<file path="src/rtl/crc_pkg.sv">
// Shared types for the CRC frame serializer: FSM state encoding and FIFO entry layout.
package crc_pkg;

  localparam int unsigned BYTE_W = 8;

  typedef enum logic [2:0] {
    S_IDLE,
    S_MSG,
    S_AUG,
    S_WAIT,
    S_FLUSH
  } crc_ser_state_t;

  typedef struct packed {
    logic              last;
    logic [BYTE_W-1:0] data;
  } fifo_entry_t;

endpackage

</file>
<file path="src/rtl/crc_byte_fifo.sv">
// Small synchronous byte FIFO storing {last, data}; also reports whether any
// occupied entry closes a frame, so the serializer can start short frames early.
module crc_byte_fifo
  import crc_pkg::*;
#(
  parameter int unsigned FIFO_DEPTH = 4,
  localparam int unsigned AW = $clog2(FIFO_DEPTH)
) (
  input  logic        clk,
  input  logic        rst,
  input  logic        push_i,
  input  fifo_entry_t push_entry_i,
  input  logic        pop_i,
  output logic        full_o,
  output logic        empty_o,
  output logic [AW:0] count_o,
  output fifo_entry_t head_o,
  output logic        any_last_o
);

  fifo_entry_t           mem_q [FIFO_DEPTH];
  logic [FIFO_DEPTH-1:0] valid_q, valid_d;
  logic [AW-1:0]         wr_q, rd_q;
  logic [AW:0]           count_q;
  logic                  do_push, do_pop;

  assign full_o  = (count_q == (AW+1)'(FIFO_DEPTH));
  assign empty_o = (count_q == '0);
  assign count_o = count_q;
  assign head_o  = mem_q[rd_q];

  // No bypass: a full FIFO refuses a push even if the head is popped this cycle.
  assign do_push = push_i && !full_o;
  assign do_pop  = pop_i && !empty_o;

  always_comb begin
    valid_d = valid_q;
    if (do_pop)  valid_d[rd_q] = 1'b0;
    if (do_push) valid_d[wr_q] = 1'b1;
  end

  always_comb begin
    any_last_o = 1'b0;
    for (int unsigned i = 0; i < FIFO_DEPTH; i++) begin
      any_last_o = any_last_o | (valid_q[i] & mem_q[i].last);
    end
  end

  always_ff @(posedge clk) begin
    if (rst) begin
      wr_q    <= '0;
      rd_q    <= '0;
      count_q <= '0;
      valid_q <= '0;
    end else begin
      if (do_push) wr_q <= wr_q + AW'(1);
      if (do_pop)  rd_q <= rd_q + AW'(1);
      valid_q <= valid_d;
      if (do_push && !do_pop)      count_q <= count_q + (AW+1)'(1);
      else if (!do_push && do_pop) count_q <= count_q - (AW+1)'(1);
    end
  end

  always_ff @(posedge clk) begin
    if (do_push) mem_q[wr_q] <= push_entry_i;
  end

endmodule

</file>
<file path="src/rtl/crc_frame_serializer.sv">
// Buffers framed bytes and feeds a bit-serial CRC calculator MSB-first with
// zero augmentation, managing the calculator reset and capturing its result.
module crc_frame_serializer
  import crc_pkg::*;
#(
  parameter int unsigned CRC_WIDTH   = 8,
  parameter int unsigned FIFO_DEPTH  = 4,
  parameter int unsigned CAPTURE_LAT = 2
) (
  input  logic                 clk,
  input  logic                 rst,
  input  logic [BYTE_W-1:0]    in_data,
  input  logic                 in_valid,
  input  logic                 in_last,
  output logic                 in_ready,
  output logic                 crc_rst_n,
  output logic                 bit_out,
  output logic                 bit_valid,
  input  logic [CRC_WIDTH-1:0] crc_in,
  output logic [CRC_WIDTH-1:0] crc_result,
  output logic                 crc_done,
  output logic                 underrun
);

  localparam int unsigned FIFO_CNT_W = $clog2(FIFO_DEPTH) + 1;
  localparam int unsigned CNT_W      = 8;

  crc_ser_state_t        state_q, state_d;
  logic [BYTE_W-1:0]     shift_q, shift_d;
  logic                  cur_last_q, cur_last_d;
  logic [2:0]            bit_cnt_q, bit_cnt_d;
  logic [CNT_W-1:0]      aug_cnt_q, aug_cnt_d;
  logic [CNT_W-1:0]      wait_cnt_q, wait_cnt_d;
  logic [CRC_WIDTH-1:0]  result_q, result_d;
  logic                  bit_out_q, bit_out_d;
  logic                  bit_valid_q, bit_valid_d;
  logic                  crc_rst_n_q, crc_rst_n_d;
  logic                  done_q, done_d;
  logic                  underrun_q, underrun_d;

  logic                  pop;
  logic                  fifo_full, fifo_empty, fifo_any_last;
  logic [FIFO_CNT_W-1:0] fifo_count;
  fifo_entry_t           fifo_head;
  logic                  start;

  crc_byte_fifo #(
    .FIFO_DEPTH(FIFO_DEPTH)
  ) u_fifo (
    .clk         (clk),
    .rst         (rst),
    .push_i      (in_valid),
    .push_entry_i('{last: in_last, data: in_data}),
    .pop_i       (pop),
    .full_o      (fifo_full),
    .empty_o     (fifo_empty),
    .count_o     (fifo_count),
    .head_o      (fifo_head),
    .any_last_o  (fifo_any_last)
  );

  assign in_ready = !fifo_full;
  assign start    = (fifo_count == FIFO_CNT_W'(FIFO_DEPTH)) || fifo_any_last;

  always_comb begin
    state_d    = state_q;
    shift_d    = shift_q;
    cur_last_d = cur_last_q;
    bit_cnt_d  = bit_cnt_q;
    aug_cnt_d  = aug_cnt_q;
    wait_cnt_d = wait_cnt_q;
    result_d   = result_q;
    pop        = 1'b0;
    done_d     = 1'b0;
    underrun_d = 1'b0;

    unique case (state_q)
      S_IDLE: begin
        if (start) begin
          pop        = 1'b1;
          shift_d    = fifo_head.data;
          cur_last_d = fifo_head.last;
          bit_cnt_d  = '0;
          state_d    = S_MSG;
        end
      end
      S_MSG: begin
        if (bit_cnt_q == 3'd7) begin
          if (cur_last_q) begin
            aug_cnt_d = '0;
            state_d   = S_AUG;
          end else if (!fifo_empty) begin
            pop        = 1'b1;
            shift_d    = fifo_head.data;
            cur_last_d = fifo_head.last;
            bit_cnt_d  = '0;
          end else begin
            underrun_d = 1'b1;
            state_d    = S_FLUSH;
          end
        end else begin
          shift_d   = {shift_q[BYTE_W-2:0], 1'b0};
          bit_cnt_d = bit_cnt_q + 3'd1;
        end
      end
      S_AUG: begin
        if (aug_cnt_q == CNT_W'(CRC_WIDTH - 1)) begin
          wait_cnt_d = '0;
          state_d    = S_WAIT;
        end else begin
          aug_cnt_d = aug_cnt_q + CNT_W'(1);
        end
      end
      S_WAIT: begin
        if (wait_cnt_q == CNT_W'(CAPTURE_LAT - 1)) begin
          result_d = crc_in;
          done_d   = 1'b1;
          state_d  = S_IDLE;
        end else begin
          wait_cnt_d = wait_cnt_q + CNT_W'(1);
        end
      end
      S_FLUSH: begin
        if (!fifo_empty) begin
          pop = 1'b1;
          if (fifo_head.last) state_d = S_IDLE;
        end
      end
      default: state_d = S_IDLE;
    endcase

    // Outputs are registered copies of what the next state will drive.
    bit_valid_d = (state_d == S_MSG) || (state_d == S_AUG);
    bit_out_d   = (state_d == S_MSG) && shift_d[BYTE_W-1];
    crc_rst_n_d = bit_valid_d || (state_d == S_WAIT);
  end

  always_ff @(posedge clk) begin
    if (rst) begin
      state_q     <= S_IDLE;
      shift_q     <= '0;
      cur_last_q  <= 1'b0;
      bit_cnt_q   <= '0;
      aug_cnt_q   <= '0;
      wait_cnt_q  <= '0;
      result_q    <= '0;
      bit_out_q   <= 1'b0;
      bit_valid_q <= 1'b0;
      crc_rst_n_q <= 1'b0;
      done_q      <= 1'b0;
      underrun_q  <= 1'b0;
    end else begin
      state_q     <= state_d;
      shift_q     <= shift_d;
      cur_last_q  <= cur_last_d;
      bit_cnt_q   <= bit_cnt_d;
      aug_cnt_q   <= aug_cnt_d;
      wait_cnt_q  <= wait_cnt_d;
      result_q    <= result_d;
      bit_out_q   <= bit_out_d;
      bit_valid_q <= bit_valid_d;
      crc_rst_n_q <= crc_rst_n_d;
      done_q      <= done_d;
      underrun_q  <= underrun_d;
    end
  end

  assign crc_rst_n  = crc_rst_n_q;
  assign bit_out    = bit_out_q;
  assign bit_valid  = bit_valid_q;
  assign crc_result = result_q;
  assign crc_done   = done_q;
  assign underrun   = underrun_q;

endmodule

</file>
<file path="config.mk">
export PLATFORM = sky130hd
export DESIGN_NAME = crc_frame_serializer
export DESIGN_NICKNAME = d
export VERILOG_FILES = /design/src/rtl/crc_pkg.sv /design/src/rtl/crc_byte_fifo.sv /design/src/rtl/crc_frame_serializer.sv
export SDC_FILE = /design/constraint.sdc
export NUM_CORES = 1
export LEC_CHECK = 0
export ABC_CLOCK_PERIOD_IN_PS = 3400
export CAP_MARGIN = 20
export CORE_MARGIN = 8
export CORE_UTILIZATION = 46
export CTS_BUF_LIST = sky130_fd_sc_hd__clkbuf_4
export CTS_CLUSTER_SIZE = 24
export DETAILED_ROUTE_END_ITERATION = 8
export GPL_TIMING_DRIVEN = 0
export PLACE_DENSITY = 0.69
export SYNTH_ARGS = -nofsm -noshare
export SYNTH_HDL_FRONTEND = slang
export SYNTH_SLANG_ARGS = --single-unit
</file>
<file path="constraint.sdc">
create_clock -name clk -period 3.4 [get_ports clk]
set_input_delay 0.68 -clock clk [delete_from_list [all_inputs] [get_ports clk]]
set_output_delay 0.68 -clock clk [all_outputs]
set_load 0.01 [all_outputs]
</file>
==> metrics.yaml <==
setup_path:
  r2r-end: "u_fifo.count_o[2]"
  critPathKind: "reg -> reg"
  worstPathRequired_ps: 3780
  crit_path_start_kind: "flip-flop"
  arrival_ps: 3280
  reg2regPathDepth: 11
  crit_path_max_fanout: 10
  critPathCaptureType: "flip-flop"
  worstReg2RegStart: "bit_cnt_q[0]"
  timing.reg2reg.setup_slack_ps: 500
  crit_start: "bit_cnt_q[0]"
sta:
  slew_headroom: 0.580
  finClkSkew_ps: 17.0
  clock.fmax_ghz: 0.344
  final_max_slew_viol_count: 0
  worst_pin_slew_ps: 630
  fin_crit_ps: 2900
  final-hold-violation-count: 0
  min_period_over_period: 0.854
  tns_ps: 0
  setup_viol: 0
  rsz0062_at_grt: "false"
detailed_routing:
  drc: 0
  drt_iter0_markers: 92
  avgRoutedWirePerCell_um: 14.5
  drtPass1Iterations: 4
  num_vias: 2694
  ant_nets: 0
  wl_mm: 7.33
  via_per_inst: 5.31
clocking:
  cts_hold_buf: 0
  clk-insertion-delay-late_ps: 440
  clockBufferDepth: 2
  htree_levels: 3
  clkSlewWorstSetupHoldPaths_ps: 150
  cts-buffers-inserted: 9
  cts_tree: "done"
  cts_root_buf: "clkbuf_4"
  cts_setup_buffers: 0
  cts_num_sinks: 93
  cts-resized-gates: 0
global_routing:
  grt_pass1_vias: 2554
  grt_pass1_wl_mm: 12.0
  grt-ovfl-total: 0
  grt_max_degree: 17
  grt_util_all_layers: 0.131
  grt_antenna_before_repair: 0
synthesis:
  synth_fp_nets: 386
  yosys.area.top_type: "dfxtp_1"
  ys_top_cells_by_area: "dfxtp_1, edfxtp_1, mux4_2"
  synthArstFlopShare: 0
  synth_edf_count: 36
  ys_seq_area_frac: 0.563
  synth_cells: 351
  yosys.cell_count.top_type: "dfxtp_1"
  synth_cell_types: 48
  synth_seq_cells: 93
  synthTopCellsByCount: "dfxtp_1, nor2_1, edfxtp_1"
  yosysWarnings: 0
  yosysTopAreaCellShare: 0.289
  synth_area_um2: 3950
  synthFlopType: "dfxtp_1"
  syn_avg_cell_area_um2: 11.3
placement:
  dp_hpwl_mm: 5.21
  dp.cells: 491
  gp_congestion: 0.805
  port_buffers: 32
final_layout:
  layoutNonFillerInstCount: 507
  area_growth_pct: 14.6
  n_antenna_cell: 0
  final_nets: 429
  drive_gt1_frac: 0.0852
floorplanning:
  design.core.area_um2: 8510
  dieHeight_um: 109
  rows: 34
  die_area_um2: 11800
  die_w_um: 109
  io_pins: 34
  start_util: 0.464
power:
  p_per_area_nw_per_um2: 591
  p_leak_nw: 1.72
  max-vdd-ir-drop_v: 0.000299
min_path:
  hold_depth: 2
  worstHoldStart: "shift_q[2]"
  min_to: "shift_q[2]"
  min_path_type: "reg -> reg"
run_status:
  status: "finished, final reports clean"
flow_run:
  cap_viol_max_count: 0
-- power by group --
group	switching, mW	leakage [nW]	internal [mW]	total (mW)
logic	0.405	0.868	0.324	0.730
registers	0.0921	0.793	1.31	1.40
clock network	0.380	0.0600	0.164	0.544
-- cells by family (layout without fill, tap and decap cells) --
kind of cell / count (synthesis) / in the layout / share of synthesized area
flip-flops: 93 / 93 / 0.563
AO/OA/AOI/OAI: 60 / 60 / 0.101
multiplexers: 19 / 19 / 0.0767
adder cells (fa/ha/maj): 15 / 15 / 0.0494
buffers and inverters: 36 / 84 / 0.0349
XOR/XNOR: 17 / 17 / 0.0377
AND/OR/NAND/NOR: 111 / 111 / 0.138
-- layer usage --
| metal | vias up | global-route usage | share of wire |
|---|---|---|---|
| li1 | 1340 | - | - |
| met1 | 1291 | 0.155 | 0.45 |
| met2 | 50 | 0.214 | 0.49 |
| met3 | 13 | 0.0361 | 0.037 |
| met4 | 0 | 0.0645 | 0.021 |
| met5 | - | 0 | 0 |
-- worst max path at each step --
stage                         to  cells past startpoint
6_report       u_fifo.count_o[2]                     11
5_1_grt        u_fifo.count_o[2]                     11
4_1_cts        u_fifo.count_o[2]                     11
3_5_place_dp   u_fifo.count_o[2]                      9
3_3_place_gp   u_fifo.count_o[2]                     11
2_1_floorplan  u_fifo.count_o[2]                     11
-- per-stage QoR --
stage	hold WS, ps	cell area, µm²	setup WS [ps]	utilization	power, mW
6_report	474	4530	496	0.532	2.67
3_3_place_gp	436	4400	572	0.518	2.14
5_1_grt	493	4530	246	0.532	2.85
4_1_cts	476	4530	501	0.532	2.70
3_5_place_dp	454	4400	496	0.518	2.16
2_1_floorplan	425	3950	781	-	1.95
-- layout make-up --
class	count	area, µm²
Buffer	14	55.1
Inverter	22	82.6
Tap cell	108	135
Multi-Input combinational cell	222	1590
Clock inverter	6	46.3
Fill cell	773	3980
Sequential cell	93	2220
Timing Repair Buffer	32	320
Clock buffer	10	75.1
-- state kept, by name, indices dropped and copies added (netlist names), named ones only --
register	flops
aug_cnt_q	8
bit_cnt_q	3
bit_out	1
bit_valid	1
crc_done	1
crc_result	8
crc_rst_n	1
cur_last_q	1
shift_q	8
state_q	3
u_fifo.count_o	3
u_fifo.mem_q	36
u_fifo.rd_q	2
u_fifo.valid_q	4
u_fifo.wr_q	2
underrun	1
wait_cnt_q	8
-- placed cells by master (no fill, tap or decap), types with 9 or more instances in the layout --
cell type and instances:
dfxtp_1 57, nor2_1 41, edfxtp_1 36, clkdlybuf4s50_1 32
inv_1 22, nand2_1 21, a21oi_1 20, ha_1 14
clkbuf_1 12, o21ai_0 11, mux2i_1 10, nand3_1 10
clkbuf_4 10, xnor2_1 9, mux4_2 9
-- worst max-delay path: stages, from the launching register on --
cell	delay [ps]
dfxtp_1	360
ha_1	200
ha_1	190
clkbuf_1	230
a41o_1	280
o21ai_2	310
ha_1	260
inv_1	60
fa_1	370
xor2_1	150
or3_1	300
a21oi_1	130
No activity file was read; power rests on OpenSTA's default activity.
